### config.mk
export PLATFORM = sky130hd
export DESIGN_NAME = const_extend_pipe
export DESIGN_NICKNAME = d
export VERILOG_FILES = /design/src/rtl/const_extend_pipe.sv
export SDC_FILE = /design/constraint.sdc
export NUM_CORES = 1
export LEC_CHECK = 0
export ABC_AREA = 0
export BUFFER_PORTS_ARGS = -buffer_cell sky130_fd_sc_hd__buf_4
export CORE_ASPECT_RATIO = 0.75
export CORE_MARGIN = 5
export CORE_UTILIZATION = 46
export DETAILED_ROUTE_END_ITERATION = 10
export GPL_ROUTABILITY_DRIVEN = 1
export HOLD_SLACK_MARGIN = 0.03
export MAX_ROUTING_LAYER = met4
export PLACE_DENSITY = 0.77
export SYNTH_ARGS = -nofsm -noshare
export SYNTH_HDL_FRONTEND = slang
export SYNTH_SLANG_ARGS = --single-unit
### constraint.sdc
create_clock -name clock -period 1.75 [get_ports clock]
set_input_delay 0.0875 -clock clock [delete_from_list [all_inputs] [get_ports clock]]
set_output_delay 0.0875 -clock clock [all_outputs]
set_load 0.01 [all_outputs]
### src/rtl/const_extend_pipe.sv
// Instruction-constant extender with a one-entry valid/ready output register.
// Define CONST_EXT_PREFIX_EN to build the PREFIX mode (101) and its two-state FSM.
module const_extend_pipe #(
  parameter int unsigned DATA_W  = 16,
  parameter int unsigned CONST_W = 12
) (
  input  logic               clock,
  input  logic               reset,
  input  logic               flush,
  input  logic               in_valid,
  output logic               in_ready,
  input  logic [2:0]         controle,
  input  logic [CONST_W-1:0] constante,
  output logic               out_valid,
  input  logic               out_ready,
  output logic [DATA_W-1:0]  constanteExtendida,
  output logic               ext_err
);

  logic              r_valid, r_err;
  logic [DATA_W-1:0] r_data;
  logic              w_valid_next, w_err_next;
  logic [DATA_W-1:0] w_data_next, w_norm;
  logic              w_accept, w_legal;

  assign in_ready           = !r_valid || out_ready;
  assign w_accept           = in_valid && in_ready;
  assign out_valid          = r_valid;
  assign constanteExtendida = r_data;
  assign ext_err            = r_err;

  always_comb begin
    w_norm  = '0;
    w_legal = 1'b1;
    case (controle)
      3'b000:  w_norm = {{(DATA_W-CONST_W+1){constante[CONST_W-2]}}, constante[CONST_W-2:0]};
      3'b001:  w_norm = {{(DATA_W-CONST_W){1'b0}}, constante};
      3'b010:  w_norm = {constante[7:0], {(DATA_W-8){1'b0}}};
      3'b011:  w_norm = {{(DATA_W-8){constante[7]}}, constante[7:0]};
      3'b100:  w_norm = {{(DATA_W-CONST_W){constante[CONST_W-1]}}, constante};
      default: w_legal = 1'b0;
    endcase
  end

`ifdef CONST_EXT_PREFIX_EN
  typedef enum logic {StIdle, StPrefixed} state_e;

  state_e             r_state, w_state_next;
  logic [CONST_W-1:0] r_prefix, w_prefix_next;
  logic [DATA_W-1:0]  w_joined;

  assign w_joined = DATA_W'({r_prefix, constante});
`endif

  always_comb begin
    w_valid_next = r_valid && !out_ready;
    w_data_next  = r_data;
    w_err_next   = r_err;
`ifdef CONST_EXT_PREFIX_EN
    w_state_next  = r_state;
    w_prefix_next = r_prefix;
`endif
    if (w_accept) begin
      w_valid_next = 1'b1;
      w_data_next  = w_norm;
      w_err_next   = 1'b0;
`ifdef CONST_EXT_PREFIX_EN
      if (controle == 3'b101) begin
        w_prefix_next = constante;
        w_state_next  = StPrefixed;
        if (r_state == StIdle) begin
          // A first prefix yields no result; the old one was consumed to allow acceptance.
          w_valid_next = 1'b0;
          w_data_next  = r_data;
          w_err_next   = r_err;
        end else begin
          w_data_next = '0;
          w_err_next  = 1'b1;
        end
      end else if (!w_legal) begin
        w_data_next  = '0;
        w_err_next   = 1'b1;
        w_state_next = StIdle;
      end else if (r_state == StPrefixed) begin
        w_data_next  = w_joined;
        w_state_next = StIdle;
      end
`else
      if (!w_legal) begin
        w_data_next = '0;
        w_err_next  = 1'b1;
      end
`endif
    end
    if (flush) begin
      w_valid_next = 1'b0;
      w_data_next  = '0;
      w_err_next   = 1'b0;
`ifdef CONST_EXT_PREFIX_EN
      w_state_next  = StIdle;
      w_prefix_next = '0;
`endif
    end
  end

  always_ff @(posedge clock or posedge reset) begin
    if (reset) begin
      r_valid <= 1'b0;
      r_data  <= '0;
      r_err   <= 1'b0;
    end else begin
      r_valid <= w_valid_next;
      r_data  <= w_data_next;
      r_err   <= w_err_next;
    end
  end

`ifdef CONST_EXT_PREFIX_EN
  always_ff @(posedge clock or posedge reset) begin
    if (reset) begin
      r_state  <= StIdle;
      r_prefix <= '0;
    end else begin
      r_state  <= w_state_next;
      r_prefix <= w_prefix_next;
    end
  end
`endif

endmodule

==> out/metrics.cfg, run 1 <==
[outcome]
outcome = finished clean

[global_routing]
grt_overflow = 0
grt_max_degree = 19
grt_usage = 0.1877
antenna_found_initial = 0
grt_pass1_wl_mm = 4.153
grt_pass1_vias = 901

[clock_network]
h-tree-depth = 1
insertion_delay_ns = 0.31
cts_tree = built
cts.path.max_buffers = 2
clock_sinks = 18
path_clk_slew_ns = 0.11
postCtsSetupBuffers = 0
cts_hold_buf = 5
cts-root-buf = clkbuf_4
cts_buffers = 3
post_cts_resized = 0

[critical_path]
critPathKind = flop to flop
worst_path_most_repeated_cell = a221oi_1
crit_path_max_fanout = 11
worstPathBufferInverterCount = 0
start_kind = flop
critPathTopFamily = compound AO/OA/AOI/OAI gates
end_kind = flop
crit_chain = nand2b_1, nand2_1, a221oi_1, a221oi_1
arrival_ns = 1.62
max_stage_delay_ns = 0.39
cp_slowest_cell = dfrtp_1
crit_required_ns = 1.93

[floorplanning]
io_pins = 39
core-area_mm2 = 0.001962
initial_core_util = 0.4751
die_h_um = 48.99
die_area_mm2 = 0.003036
die_width_um = 61.98
num_rows = 14

[synthesis]
ys_warn_count = 0
yosysMostFrequentCell = dfrtp_1
ys_ff_latch = 18
synth_top_cell_by_area = dfrtp_1
yosys.area.top_type_share = 0.4832
synth_commonest_cells = dfrtp_1 (18), nand2_1 (12), nor2_1 (10)
synth_flop_cell = dfrtp_1
netlist_area_um2 = 932.1
synthTopCellsByArea = dfrtp_1 (48%), nand2_1 (4.8%), a221oi_1 (4.7%)
synth_edf_count = 0
ys_types = 29
synth.avg_cell_area_um2 = 9.610
syn_nets = 117
ys_seq_area_frac = 0.4832
postSynthCellCount = 97
synthArstFlopShare = 1.000

[drt]
antenna_left = 0
drc = 0
via_per_inst = 5.491
avgRoutedWirePerCell_um = 15.59
dr.pass1.iters = 4
num_vias = 906
first_iter_violations = 36
drt-total-wl_mm = 2.572

[timing]
fin_skew_ns = 0.01041
hold_viol = 0
max_slew.worst_pin.slew_ns = 0.6871
drv_slew = 0
fin_crit_sh = 0.8217
rsz0062_at_grt = no
fin_setup_tns_ns = 0
period_minus_slack_ns = 1.438
hold_ws_ns = 0.03472
slew_headroom = 0.5414
setup_violations = 0
timing.fmax_mhz = 695.4

[placement]
place_inst = 156
gp_congestion = 0.8161
hpwl_mm = 1.945
postPlaceCellArea_mm2 = 0.001235
portBuffers = 38

[worst_hold_path]
hp-class = input port to flop

[layout]
drive_above_1_share = 0.3475
num-nets-final = 162
diodes = 0
final_cells = 165
stdcell_area_mm2 = 0.001321
synthToLayoutAreaGrowth_pct = 41.75

[pwr]
power_leakage_nw = 0.6403
power.total_w = 0.0009234
cellPowerDensity_mw_per_mm2 = 698.9
ir_drop_mv = 0.4525

[flow_run]
drv_cap = 0

## cell usage in the layout, fill, tap and decap left out, types with 2 or more instances in the layout
cell type | synthesis | routed
clkbuf_4 | 0 | 3
dfrtp_1 | 18 | 18
nor3_1 | 4 | 4
inv_1 | 2 | 2
buf_4 | 0 | 41
dlygate4sd3_1 | 0 | 5
a221oi_1 | 5 | 5
nand3b_1 | 4 | 4
a22o_1 | 4 | 4
a21oi_1 | 4 | 4
a211oi_1 | 4 | 4
nor2_1 | 10 | 10
o21ai_0 | 5 | 5
mux2i_1 | 3 | 3
a22oi_1 | 3 | 3
nand2_1 | 12 | 12
## per-stage QoR
stage | utilization | setup slack [ns]
2_1_floorplan | - | 0.3852
3_3_place_gp | 0.6295 | 0.4431
3_5_place_dp | 0.6295 | 0.3516
4_1_cts | 0.6735 | 0.3269
5_1_grt | 0.6735 | 0.1480
6_report | 0.6735 | 0.3120
## worst paths after layout
path	from	endpoint	slack [ns]	cells past startpoint
min	constante[2]	constanteExtendida[2]	0.03	3
max in group asynchronous	reset	constanteExtendida[6]	0.88	3
max	out_valid	constanteExtendida[11]	0.31	4
min reg2reg	constanteExtendida[7]	constanteExtendida[7]	0.53	1
max reg2reg	out_valid	constanteExtendida[11]	0.31	4
min in group asynchronous	reset	out_valid	0.43	3
## worst reg2reg max path, cell delays in order (launching register included)
cell and delay (ns):
dfrtp_1 0.39, nand2b_1 0.15, nand2_1 0.25, a221oi_1 0.38, a221oi_1 0.13
## cell families (layout without fill, tap and decap cells)
kind of cell	count (synthesis)	after routing	share of synthesized area
compound gates	29	29	0.2255
simple gates	39	39	0.2134
mux	3	3	0.03222
buf+inv	8	52	0.04564
flops	18	18	0.4832
## cell type report
cell class / count / area [µm²]
well taps: 24 / 30.03
flip-flops and latches: 18 / 450.4
multi-input cells: 71 / 439.2
clock buffers: 4 / 36.28
repair buffers: 46 / 357.8
inverters: 2 / 7.507
fillers: 161 / 640.6
## sequential cells by signal (all words and copies together) (netlist names)
name	cells
ext_err	1
out_valid	1
constanteExtendida	16
## where the power goes
part | leakage [nW] | switching [W] | internal [W]
registers | 0.243 | 0.0000128 | 0.000436
clock network | 0.0210 | 0.000143 | 0.000127
logic | 0.376 | 0.000103 | 0.000102
## routing by layer
| layer | GRT usage | up-vias | wire length (µm) |
|---|---|---|---|
| met2 | 0.2759 | 42 | 1216 |
| met1 | 0.2463 | 414 | 1111 |
| met3 | 0.05026 | 5 | 208 |
| met5 | - | - | 0 |
| met4 | 0.06360 | 0 | 36 |
| li1 | - | 445 | - |
Power figures use the tool's default switching activity.
==> run 2, diff against run 1 <==
clock period = 1.4 ns   (was 1.75 ns; I/O delays follow)
==> out/metrics.cfg, run 2 (synthesized netlist as in run 1, its figures left out) <==
[pwr]
ir_drop_mv = 0.7735
power_leakage_nw = 0.6547
cellPowerDensity_mw_per_mm2 = 854.3

[layout]
drive_above_1_share = 0.3611
diodes = 0
num-nets-final = 165
largest_reg_flops = 16
final_cell_mix = buf_4 (44), dfrtp_1 (18), nand2_1 (12)
synthToLayoutAreaGrowth_pct = 44.16
layout_commonest_cell = buf_4

[drt]
antenna_left = 0
wl_met1_mm = 1.201
met2_wirelength_mm = 1.245
via_per_inst = 5.714
avgRoutedWirePerCell_um = 15.55
highest_layer = met4
wl_met3_um = 151
first_iter_violations = 18
drt-total-wl_mm = 2.612
dr.pass1.iters = 4
num_vias = 960
drc = 0

[floorplanning]
die_area_mm2 = 0.003036
num_rows = 14
die_width_um = 61.98
core-area_mm2 = 0.001962
io_pins = 39
die_h_um = 48.99
initial_core_util = 0.4751

[clock_network]
h-tree-depth = 1
cts_buffers = 3
cts.path.max_buffers = 2
clock_sinks = 18
path_clk_slew_ns = 0.11
cts-root-buf = clkbuf_4
cts_tree = built
insertion_delay_ns = 0.30

[worst_hold_path]
hp-class = input port to flop
min_delay_path_depth = 3

[timing]
rsz0062_at_grt = no
timing.fmax_mhz = 778.8
fin_crit_sh = 0.9172
period_minus_slack_ns = 1.284
hold_ws_ns = 0.03535
fin_skew_ns = 0.01354
max_slew.worst_pin.slew_ns = 0.6989
slew_headroom = 0.5335
fin_setup_tns_ns = 0
hold_viol = 0
setup_violations = 0
drv_slew = 0

[outcome]
outcome = finished clean

[critical_path]
arrival_ns = 1.49
crit_required_ns = 1.61
critPathKind = flop to flop
end_kind = flop
start_kind = flop
crit_path_max_fanout = 5
reg2reg_depth = 4

[global_routing]
grt_pass1_wl_mm = 4.374
grt_usage = 0.1944
grt_overflow = 0
grt_pass1_vias = 956
grt_max_degree = 19
antenna_found_initial = 0

[placement]
portBuffers = 38
gp_congestion = 0.8124
hpwl_mm = 1.953

[flow_run]
drv_cap = 0

-- run 2: cell types whose count changed in the layout (fill, tap and decap cells not counted) --
| cell | before | now |
|---|---|---|
| buf_4 | 41 | 44 |
-- run 2: area by class of cell --
class                      instances  area, µm²
multi-input combinational         71      439.2
fill                             159      618.1
timing repair buffer              49      380.4
inverter                           2      7.507
sequential                        18      450.4
clock buffer                       4      36.28
tap                               24      30.03
-- run 2: stage by stage --
step,instance area [µm²],total power [W],util,cells,setup slack (ns)
floorplan,932.1,0.0006941,-,97,0.03524
global placement,1257,0.0008186,0.6409,159,0.1816
detailed placement,1257,0.0008232,0.6409,159,0.1287
CTS,1344,0.001152,0.6849,168,0.1031
global route,1344,0.001204,0.6849,168,0.01590
finish,1344,0.001148,0.6849,168,0.1159
-- run 2: worst max-delay path, cell delays in order (launching register included) --
cell	delay (ns)
dfrtp_1	0.41
nand2b_1	0.11
and2_1	0.24
nand2_1	0.15
a221oi_1	0.30
-- run 2: timing repair --
item | in CTS | in global routing
buffers inserted | 0 | 0
hold buffers | 5 | 0
resized for setup | 0 | 0
endpoints found under the hold margin | 22 | 0
-- run 2: path summary, 6_finish.rpt --
path	startpoint	to	slack, ns
worst min-delay path	constante[1]	constanteExtendida[1]	0.04
max in group asynchronous	reset	constanteExtendida[0]	0.52
min in group asynchronous	reset	out_valid	0.43
worst min register to register	constanteExtendida[7]	constanteExtendida[7]	0.53
worst max-delay path	out_valid	constanteExtendida[11]	0.12
worst max register to register	out_valid	constanteExtendida[11]	0.12
-- run 2: report_power, final --
part           switching, W  internal, W  total [W]
sequential        0.0000159     0.000546   0.000562
combinational      0.000131     0.000132   0.000264
clock              0.000164     0.000158   0.000323
-- run 2: routing by layer --
metal  vias up  GRT usage
li1        454          -
met1       481     0.2553
met2        23     0.3017
met3         2    0.06085
met4         0    0.02120
met5         -          -
